==> config.mk <==
export PLATFORM = sky130hd
export DESIGN_NAME = crc32_slice8_ctrl
export DESIGN_NICKNAME = d
export VERILOG_FILES = /design/src/rtl/crc32_slice8_ctrl_pkg.sv /design/src/rtl/crc32_slice8_fold.sv /design/src/rtl/crc32_slice8_ctrl.sv
export SDC_FILE = /design/constraint.sdc
export NUM_CORES = 1
export LEC_CHECK = 0
export CORE_ASPECT_RATIO = 1.4
export CORE_MARGIN = 3
export CORE_UTILIZATION = 51
export DETAILED_ROUTE_END_ITERATION = 12
export DONT_BUFFER_PORTS = 1
export PLACE_DENSITY_LB_ADDON = 0.2
export SLEW_MARGIN = 10
export SYNTH_ARGS = -nofsm -noshare
export SYNTH_HDL_FRONTEND = slang
export SYNTH_SLANG_ARGS = --single-unit
==> constraint.sdc <==
create_clock -name clk -period 3.29 [get_ports clk]
set_input_delay 0.329 -clock clk [delete_from_list [all_inputs] [get_ports clk]]
set_output_delay 0.329 -clock clk [all_outputs]
set_load 0.1 [all_outputs]
==> src/rtl/crc32_slice8_ctrl_pkg.sv <==
// Shared constants, state encoding and table generator for the slicing-by-8 CRC-32 block.
// No ports: imported by crctab_ev0..ev7, crc32_slice8_fold and crc32_slice8_ctrl.
package crc32_slice8_ctrl_pkg;

    localparam logic [31:0] CRC_POLY   = 32'hEDB88320;
    localparam logic [31:0] CRC_INIT   = 32'hFFFFFFFF;
    localparam logic [31:0] CRC_XOROUT = 32'hFFFFFFFF;
    localparam int          CNT_W      = 4;

    typedef enum logic [1:0] {
        ST_IDLE = 2'd0,
        ST_RUN  = 2'd1,
        ST_TAIL = 2'd2,
        ST_DONE = 2'd3
    } state_e;

    // Table k of the slicing-by-8 set is the reflected CRC of byte idx followed by
    // k zero bytes, i.e. 8*(k+1) bit steps starting from idx.
    function automatic logic [31:0] crc_tab_entry(input int unsigned steps, input logic [7:0] idx);
        logic [31:0] c;
        c = {24'h0, idx};
        for (int unsigned i = 0; i < steps; i++) begin
            c = c[0] ? ((c >> 1) ^ CRC_POLY) : (c >> 1);
        end
        return c;
    endfunction

endpackage

==> src/rtl/crc32_slice8_fold.sv <==
// crctab_ev0..ev7: 256-entry CRC-32 lookup tables (addr_i -> data_o). Only addresses
//   0..255 are populated; any address with addr_i[31:8] != 0 reads as zero.
// crc32_slice8_fold: combinational fold datapath.
//   crc_i      running CRC
//   data_i     64-bit message word, byte0 in [7:0]
//   byte_i     next tail byte
//   word_crc_o CRC after folding all eight bytes of data_i
//   byte_crc_o CRC after folding byte_i alone through table 0
module crctab_ev0 import crc32_slice8_ctrl_pkg::*; (input logic [31:0] addr_i, output logic [31:0] data_o);
    assign data_o = (addr_i[31:8] == 24'h0) ? crc_tab_entry(8, addr_i[7:0]) : 32'h0;
endmodule

module crctab_ev1 import crc32_slice8_ctrl_pkg::*; (input logic [31:0] addr_i, output logic [31:0] data_o);
    assign data_o = (addr_i[31:8] == 24'h0) ? crc_tab_entry(16, addr_i[7:0]) : 32'h0;
endmodule

module crctab_ev2 import crc32_slice8_ctrl_pkg::*; (input logic [31:0] addr_i, output logic [31:0] data_o);
    assign data_o = (addr_i[31:8] == 24'h0) ? crc_tab_entry(24, addr_i[7:0]) : 32'h0;
endmodule

module crctab_ev3 import crc32_slice8_ctrl_pkg::*; (input logic [31:0] addr_i, output logic [31:0] data_o);
    assign data_o = (addr_i[31:8] == 24'h0) ? crc_tab_entry(32, addr_i[7:0]) : 32'h0;
endmodule

module crctab_ev4 import crc32_slice8_ctrl_pkg::*; (input logic [31:0] addr_i, output logic [31:0] data_o);
    assign data_o = (addr_i[31:8] == 24'h0) ? crc_tab_entry(40, addr_i[7:0]) : 32'h0;
endmodule

module crctab_ev5 import crc32_slice8_ctrl_pkg::*; (input logic [31:0] addr_i, output logic [31:0] data_o);
    assign data_o = (addr_i[31:8] == 24'h0) ? crc_tab_entry(48, addr_i[7:0]) : 32'h0;
endmodule

module crctab_ev6 import crc32_slice8_ctrl_pkg::*; (input logic [31:0] addr_i, output logic [31:0] data_o);
    assign data_o = (addr_i[31:8] == 24'h0) ? crc_tab_entry(56, addr_i[7:0]) : 32'h0;
endmodule

module crctab_ev7 import crc32_slice8_ctrl_pkg::*; (input logic [31:0] addr_i, output logic [31:0] data_o);
    assign data_o = (addr_i[31:8] == 24'h0) ? crc_tab_entry(64, addr_i[7:0]) : 32'h0;
endmodule

module crc32_slice8_fold (
    input  logic [31:0] crc_i,
    input  logic [63:0] data_i,
    input  logic [7:0]  byte_i,
    output logic [31:0] word_crc_o,
    output logic [31:0] byte_crc_o
);
    logic [63:0] x;
    logic [31:0] t0, t1, t2, t3, t4, t5, t6, t7, tb;

    assign x = data_i ^ {32'h0, crc_i};

    // The first byte on the wire has the most bytes still to follow, so it uses the deepest table.
    crctab_ev7 u_t7 (.addr_i({24'h0, x[7:0]}),   .data_o(t7));
    crctab_ev6 u_t6 (.addr_i({24'h0, x[15:8]}),  .data_o(t6));
    crctab_ev5 u_t5 (.addr_i({24'h0, x[23:16]}), .data_o(t5));
    crctab_ev4 u_t4 (.addr_i({24'h0, x[31:24]}), .data_o(t4));
    crctab_ev3 u_t3 (.addr_i({24'h0, x[39:32]}), .data_o(t3));
    crctab_ev2 u_t2 (.addr_i({24'h0, x[47:40]}), .data_o(t2));
    crctab_ev1 u_t1 (.addr_i({24'h0, x[55:48]}), .data_o(t1));
    crctab_ev0 u_t0 (.addr_i({24'h0, x[63:56]}), .data_o(t0));

    // Separate table-0 port for the byte-serial tail so both paths read in the same cycle.
    crctab_ev0 u_tb (.addr_i({24'h0, crc_i[7:0] ^ byte_i}), .data_o(tb));

    assign word_crc_o = t7 ^ t6 ^ t5 ^ t4 ^ t3 ^ t2 ^ t1 ^ t0;
    assign byte_crc_o = tb ^ (crc_i >> 8);
endmodule

==> src/rtl/crc32_slice8_ctrl.sv <==
// Slicing-by-8 CRC-32 sequencer: folds 64-bit words one per cycle, finishes a partial
// last word byte-serially, and presents the final CRC on a held valid/ready output.
// Ports:
//   clk, rst                 clock, synchronous active-high reset
//   s_valid/s_ready          input word handshake
//   s_data[63:0]             message bytes, byte0 = s_data[7:0] first
//   s_last, s_nbytes[3:0]    end of message, valid low bytes in last word (0 or >8 means 8)
//   m_valid/m_ready          result handshake
//   m_crc[31:0]              final CRC, zero outside DONE
//   busy                     state is not IDLE
//
// state | meaning
// IDLE  | waiting for the first word of a message
// RUN   | mid-message, folding full words
// TAIL  | byte-serial fold of a partial last word
// DONE  | result held on m_crc until m_ready
module crc32_slice8_ctrl #(
    parameter logic [31:0] CRC_INIT   = crc32_slice8_ctrl_pkg::CRC_INIT,
    parameter logic [31:0] CRC_XOROUT = crc32_slice8_ctrl_pkg::CRC_XOROUT
) (
    input  logic        clk,
    input  logic        rst,
    input  logic        s_valid,
    output logic        s_ready,
    input  logic [63:0] s_data,
    input  logic        s_last,
    input  logic [3:0]  s_nbytes,
    output logic        m_valid,
    input  logic        m_ready,
    output logic [31:0] m_crc,
    output logic        busy
);
    import crc32_slice8_ctrl_pkg::*;

    state_e           state_q;
    logic [31:0]      crc_q;
    logic [63:0]      tail_q;
    logic [CNT_W-1:0] cnt_q;
    logic             s_ready_q, m_valid_q, busy_q;
    logic [31:0]      m_crc_q;

    logic             xfer_d;
    logic [CNT_W-1:0] n_eff_d;
    logic [31:0]      word_crc, byte_crc;

    crc32_slice8_fold u_fold (
        .crc_i      (crc_q),
        .data_i     (s_data),
        .byte_i     (tail_q[7:0]),
        .word_crc_o (word_crc),
        .byte_crc_o (byte_crc)
    );

    assign xfer_d  = s_valid & s_ready_q;
    assign n_eff_d = ((s_nbytes == 4'd0) || (s_nbytes > 4'd8)) ? 4'd8 : s_nbytes;

    // Outputs are registered from the next state so they line up with state_q.
    always_ff @(posedge clk) begin
        if (rst) begin
            state_q   <= ST_IDLE;
            crc_q     <= CRC_INIT;
            tail_q    <= 64'h0;
            cnt_q     <= '0;
            s_ready_q <= 1'b1;
            m_valid_q <= 1'b0;
            m_crc_q   <= 32'h0;
            busy_q    <= 1'b0;
        end else begin
            case (state_q)
                ST_IDLE, ST_RUN: begin
                    if (xfer_d) begin
                        busy_q <= 1'b1;
                        if (!s_last) begin
                            crc_q   <= word_crc;
                            state_q <= ST_RUN;
                        end else if (n_eff_d == 4'd8) begin
                            crc_q     <= word_crc;
                            state_q   <= ST_DONE;
                            s_ready_q <= 1'b0;
                            m_valid_q <= 1'b1;
                            m_crc_q   <= word_crc ^ CRC_XOROUT;
                        end else begin
                            tail_q    <= s_data;
                            cnt_q     <= n_eff_d;
                            state_q   <= ST_TAIL;
                            s_ready_q <= 1'b0;
                        end
                    end
                end
                ST_TAIL: begin
                    crc_q  <= byte_crc;
                    tail_q <= tail_q >> 8;
                    cnt_q  <= cnt_q - 1'b1;
                    if (cnt_q == 4'd1) begin
                        state_q   <= ST_DONE;
                        m_valid_q <= 1'b1;
                        m_crc_q   <= byte_crc ^ CRC_XOROUT;
                    end
                end
                ST_DONE: begin
                    if (m_ready) begin
                        crc_q     <= CRC_INIT;
                        state_q   <= ST_IDLE;
                        s_ready_q <= 1'b1;
                        m_valid_q <= 1'b0;
                        m_crc_q   <= 32'h0;
                        busy_q    <= 1'b0;
                    end
                end
                default: begin
                    state_q <= ST_IDLE;
                end
            endcase
        end
    end

    assign s_ready = s_ready_q;
    assign m_valid = m_valid_q;
    assign m_crc   = m_crc_q;
    assign busy    = busy_q;
endmodule

Word level (Yosys, flattened, before mapping)
Index checks and enable logic that the tools add are counted.
- logic and storage cells: 677
- register bits after elaboration: 137
- input bits: 73
- eq/ne operators: 12
- reduce and logical (&&, ||, !) cells: 12
- add/sub/neg operators: 1
- multiplexer cells: 334
- order comparisons: 1
- bitwise logic cells: 309
- operators with widths (operator ; count):
    32-bit two-way mux ; 305
    13-bit inverter with 14-bit output ; 287
    32-bit bitwise XOR ; 7
    64-bit two-way mux ; 3
    32-bit case mux with 3 select lines ; 2
    64-bit case mux with 2 select lines ; 1
    1-bit inverter with 14-bit output ; 9
    32-bit inverter ; 2
    64-bit by 32-bit bitwise XOR with 64-bit output ; 1
    32-bit by 24-bit bitwise XOR with 32-bit output ; 1
    4-bit two-way mux ; 4
    2-bit inequality test (second input constant) ; 6
    1-bit two-way mux ; 10
    3-bit AND reduction ; 3
    2-bit two-way mux ; 4
    4-bit case mux with 2 select lines ; 1
    4-bit AND reduction ; 2
    8-bit bitwise XOR ; 1
    2-bit case mux with 3 select lines ; 1
    5-bit AND reduction ; 1
    2-bit equality test (second input constant) ; 2
    4-bit by 1-bit equality test with 1-bit output (second input constant) ; 1
    4-bit equality test (second input constant) ; 1
    4-bit > comparator (second input constant) ; 1
    11 further kinds ; 13

Logic depth before layout (Yosys ltp)
- depth in word-level cells: 141
- depth in mapped cells: 10

By module
Synthesis repeated with hierarchy kept, for this count alone.
- cell total of the unflattened synthesis: 1839
- area, all modules: 16326.9 um2
- by module, submodules not included (module ; area each (um2) ; seq. area each (um2) ; cells an instance ; times used):
    crc32_slice8_ctrl ; 6017.0 ; 2742.6 ; 679 ; 1
    crc32_slice8_fold ; 2526.2 ; 0.0 ; 289 ; 1
    crctab_ev0 ; 892.1 ; 0.0 ; 95 ; 2
    crctab_ev5 ; 954.7 ; 0.0 ; 96 ; 1
    crctab_ev6 ; 918.4 ; 0.0 ; 98 ; 1
    crctab_ev1 ; 917.1 ; 0.0 ; 94 ; 1
    crctab_ev2 ; 910.9 ; 0.0 ; 96 ; 1
    crctab_ev7 ; 878.3 ; 0.0 ; 96 ; 1
    crctab_ev3 ; 758.2 ; 0.0 ; 107 ; 1
    crctab_ev4 ; 661.9 ; 0.0 ; 94 ; 1

Worst setup path before layout
No wires, ideal clock.
- path kind: reg-to-reg
- from: register crc_q[2]
- to: register crc_q[5]
- slack: 293 ps
- cell stages (with the launch flop): 9
- arrival: 2874 ps
- library setup time: 123 ps
- cell sequence: dfxtp_1 -> xnor2_4 -> xnor3_2 -> xor3_1 -> xor2_2 -> xnor3_1 -> xnor2_1 -> nand2_1 -> a221o_2
- longest elaborated chain between the ends: 99
- elaborated cells on any way between the ends: 130
- RTL lines (what ; RTL line ; source):
    start: declaration ; crc32_slice8_ctrl.sv:36 ; logic [31:0] crc_q;
    start signal: assignment ; crc32_slice8_ctrl.sv:74 ; crc_q <= word_crc;
    start signal: assignment ; crc32_slice8_ctrl.sv:77 ; crc_q <= word_crc;
    start signal: assignment ; crc32_slice8_ctrl.sv:91 ; crc_q <= byte_crc;
    64-bit by 32-bit bitwise XOR with 64-bit output (*) ; crc32_slice8_fold.sv:51 ; assign x = data_i ^ {32'h0, crc_i};
    32-bit two-way mux (*) (4 in a row) ; crc32_slice8_ctrl_pkg.sv:23 ; c = c[0] ? ((c >> 1) ^ CRC_POLY) : (c >> 1);
    13-bit inverter with 14-bit output (no source line) or 32-bit two-way mux (tied branches) ; -- ;
    32-bit two-way mux (*) ; crc32_slice8_ctrl_pkg.sv:23 ;
    13-bit inverter with 14-bit output (no source line) or 32-bit two-way mux (tied branches) ; -- ;
    32-bit two-way mux (*) (2 in a row) ; crc32_slice8_ctrl_pkg.sv:23 ;
    13-bit inverter with 14-bit output (no source line) or 32-bit two-way mux (tied branches) ; -- ;
    32-bit two-way mux (*) ; crc32_slice8_ctrl_pkg.sv:23 ;
    (+71 left out) ; -- ;
    32-bit two-way mux (*) (3 in a row) ; crc32_slice8_ctrl_pkg.sv:23 ;
    13-bit inverter with 14-bit output (no source line) or 32-bit two-way mux (tied branches) ; -- ;
    32-bit two-way mux (*) ; crc32_slice8_ctrl_pkg.sv:23 ;
    32-bit bitwise XOR (*) (7 in a row) ; crc32_slice8_fold.sv:66 ; assign word_crc_o = t7 ^ t6 ^ t5 ^ t4 ^ t3 ^ t2 ^ t1 ^ t0;
    32-bit two-way mux ; crc32_slice8_ctrl.sv:76 ; end else if (n_eff_d == 4'd8) begin
    32-bit two-way mux (*) ; crc32_slice8_ctrl.sv:73 ; if (!s_last) begin
    32-bit two-way mux (*) ; crc32_slice8_ctrl.sv:71 ; if (xfer_d) begin
    32-bit case mux with 3 select lines (*) ; crc32_slice8_ctrl.sv:69 ; case (state_q)
Every way passes the cells marked *; elsewhere a longest branch is shown, timed or not. The select of a mux whose other input is x is not followed.
A chain may end at the register's enable or synchronous reset.

Worst setup path after layout
- from: register crc_q[30]
- to: register m_crc_q[28], in the netlist m_crc[28]
- longest elaborated chain between the ends: 65
- elaborated cells on any way between the ends: 80
- RTL lines (what ; RTL line ; source):
    64-bit by 32-bit bitwise XOR with 64-bit output (*) ; crc32_slice8_fold.sv:51 ;
    1-bit inverter with 14-bit output (no source line) ; -- ;
    32-bit two-way mux (*) (8 in a row) ; crc32_slice8_ctrl_pkg.sv:23 ;
    13-bit inverter with 14-bit output (no source line) or 32-bit two-way mux (tied branches) ; -- ;
    32-bit two-way mux (*) ; crc32_slice8_ctrl_pkg.sv:23 ;
    13-bit inverter with 14-bit output (no source line) or 32-bit two-way mux (tied branches) ; -- ;
    32-bit two-way mux (*) (2 in a row) ; crc32_slice8_ctrl_pkg.sv:23 ;
    13-bit inverter with 14-bit output (no source line) or 32-bit two-way mux (tied branches) ; -- ;
    (+36 left out) ; -- ;
    13-bit inverter with 14-bit output (no source line) or 32-bit two-way mux (tied branches) ; -- ;
    32-bit two-way mux (*) (2 in a row) ; crc32_slice8_ctrl_pkg.sv:23 ;
    32-bit bitwise XOR (*) (5 in a row) ; crc32_slice8_fold.sv:66 ;
    32-bit inverter (no source line) (*) ; -- ;
    32-bit two-way mux (*) ; crc32_slice8_ctrl.sv:76 ;
    32-bit two-way mux (*) ; crc32_slice8_ctrl.sv:73 ;
    32-bit two-way mux (*) ; crc32_slice8_ctrl.sv:71 ;
    32-bit case mux with 3 select lines (*) ; crc32_slice8_ctrl.sv:69 ;
    end signal: assignment ; crc32_slice8_ctrl.sv:81 ; m_crc_q <= word_crc ^ CRC_XOROUT;
    end signal: assignment ; crc32_slice8_ctrl.sv:97 ; m_crc_q <= byte_crc ^ CRC_XOROUT;
    end: declaration ; crc32_slice8_ctrl.sv:40 ; logic [31:0] m_crc_q;
Marks and branches as above.

==> metrics.txt <==
Routed Antenna Nets=0; r2r endpoint=m_crc[28]; most common cell after layout, fill and taps aside=xnor2_1; GR peak layer=met2; die area=30300 µm²; Starting Density=51.9%; grt ovf=0; share of async-settable or async-resettable flops after synthesis=0%; CTS tree=yes; 1st-iter DRT viols=913; Hold Fails Final Rpt=0; largest net degree at the start of global routing=80; r2r setup slk=0.03 ns; WHS Path Cells=2; ys flop type=dfxtp_1; Fill cells=2419; Reg area=2750 µm²; initial antenna violation count=0; kind of critical path=register to register; startpoint types=register; mean area per synthesized cell=10.4 µm²; Final Critical Period=3.26 ns; Mapped Cells=1390; via count=11100; Port-buffer cells=0; register area share after synthesis=19.1%; Yosys warnings=0; status=finished clean; Slew headroom=19.2%; final hold slack=0.0161 ns; worst-margin pin slew=1.21 ns; Diodes inserted=0; dpl cells=1856; Area Overhead vs Synth=18.9%; reg2reg start=crc_q[30]; Min-Delay Endpoint=tail_q[63]; clock buffer depth=2; clock-pin slew on the worst setup and hold paths=0.06 ns; Die X=148 µm; Routed WL per cell=30.2 µm; critical path arrival=3.65 ns; GRT Util Overall=38.3%; clk_skew=0.0131 ns; DP Wirelength=46.5 mm; total I/O pin count=108; DR vias/cell=5.80; Netlist cell types=46; hold path start=s_data[63]; fin. max-slew vios=0; Die Ht=205 µm; most frequent cells in the layout=xnor2_1, buf_4, xnor3_1; RSZ-0062 raised after global routing=false; Clk Latency, worst-skew pair=0.44 ns; nets@finish=1610; setup_tns=0 ns; met2 track demand over resource=63.6%; Rows=72; Final Routed Wirelength=57.9 mm; layout cells sized above 1=19.9%; Hold Path Class=primary input to register; final setup fails=0; clock sinks=137; CP Capture Type=register; CTS root buf=clkbuf_16; R2R cell count=11; met3 Track Usage GR=6.82%; fin cells=1918; first-pass GRT wire length=81.1 mm; syn nets=1465; Post-synth EDFFs=0; largest cells by area after synthesis=xnor3_1, xnor2_1, dfxtp_1, xor2_1, nand2_1; multi-input logic area=11400 µm²; fin crit share=99.1%; met1 Use GR=43.8%; post-synthesis register bit count=137; post-synthesis cell area=14400 µm²; top cell type by total area after synthesis=xnor3_1; RD Place Congestion=1.02; Max Clock Freq=307 MHz; Residual DRC=0; CTS Buf Count=17; Max Cap Violations=0; vias in the first global route=11100; H-tree levels=4; Worst Path Required=3.68 ns; Pre-antenna DRT Iters=5; CP Max Fanout=7; area share of the largest cell type after synthesis=23.8%; core area=27700 µm²
-- logic make-up after synthesis --
logic type	after synthesis	synth area share [%]
fa+ha+maj	2	0.174
buf+inv	103	2.86
xor+xnor	658	60.3
flops	137	19.1
simple gates	285	7.79
compound gates	205	9.83
-- worst max path at each step --
stage	depth (start not counted)	endpoint	startpoint
finish	11	m_crc[28]	crc_q[30]
global route	9	m_crc[23]	crc_q[11]
CTS	9	crc_q[4]	crc_q[3]
detailed placement	9	crc_q[4]	crc_q[3]
global placement	9	crc_q[4]	crc_q[3]
floorplan	8	crc_q[5]	crc_q[2]
-- area by class of cell --
type | count | area share, %
Multi-Input combinational cell | 1150 | 66.7
Sequential cell | 137 | 16.1
Timing Repair Buffer | 223 | 11.1
Tap cell | 370 | 2.71
Clock buffer | 21 | 2.69
Clock inverter | 11 | 0.658
Inverter | 6 | 0.132
-- state kept, by name, summed over array words and instances (netlist names) --
name     flops
s_ready      1
tail_q      64
busy         1
m_valid      1
state_q      2
m_crc       32
crc_q       32
cnt_q        4
-- routing by layer --
layer  part of all wire [%]  vias to the layer above
met5                      0                        -
met4                    9.6                        0
met3                    6.3                      182
met2                     48                      553
met1                     36                     5419
li1                       -                     4966
-- per-stage QoR --
stage / cell area [µm²] / util (%) / setup slack [ns]
after global placement: 16100 / 57.9 / -0.306
after global routing: 17100 / 61.7 / 0.00660
after detailed placement: 16100 / 57.9 / -0.265
after floorplan: 14400 / - / 0.293
final: 17100 / 61.7 / 0.0295
after CTS: 16900 / 61.1 / -0.00592
-- worst max-delay path: stages, from the launching register on --
cell and delay (ns):
dfxtp_1 0.36, xnor2_4 0.38, xnor2_2 0.22, buf_4 0.21, xnor2_1 0.37, buf_4 0.19
buf_4 0.10, xnor2_1 0.07, xnor2_1 0.38, xnor3_1 0.46, o22ai_1 0.27, o211a_1 0.20
-- cells in the mapped netlist, types with 4 or more instances --
master and number:
xnor2_1 341, xnor3_1 152, nand2_1 146, dfxtp_1 137, nor2_1 116, xor2_1 98
clkbuf_1 77, a311oi_1 57, a21oi_1 46, o21ai_0 31, xnor2_2 25, o22ai_1 21
o21a_1 18, xor3_1 15, buf_2 11, nor3_1 9, buf_1 6, inv_1 6
xnor3_4 6, xor2_2 6, nand2b_1 5, xnor2_4 5, xnor3_2 5, a211oi_1 4
and2_1 4, o211a_1 4, o211ai_1 4, o21ai_1 4
-- repair_timing --
action | 4_1_cts | 5_1_grt
setup endpoints to repair | 32 | 30
pin swaps | 4 | 2
endpoints found under the hold margin | 26 | 0
hold buffers | 24 | 0
resized for setup | 7 | 19
buffers inserted | 1 | 5
Power is left out: the tool's default activity adds up to more than one toggle a clock period on the data nets, which glitch-free logic cannot reach.
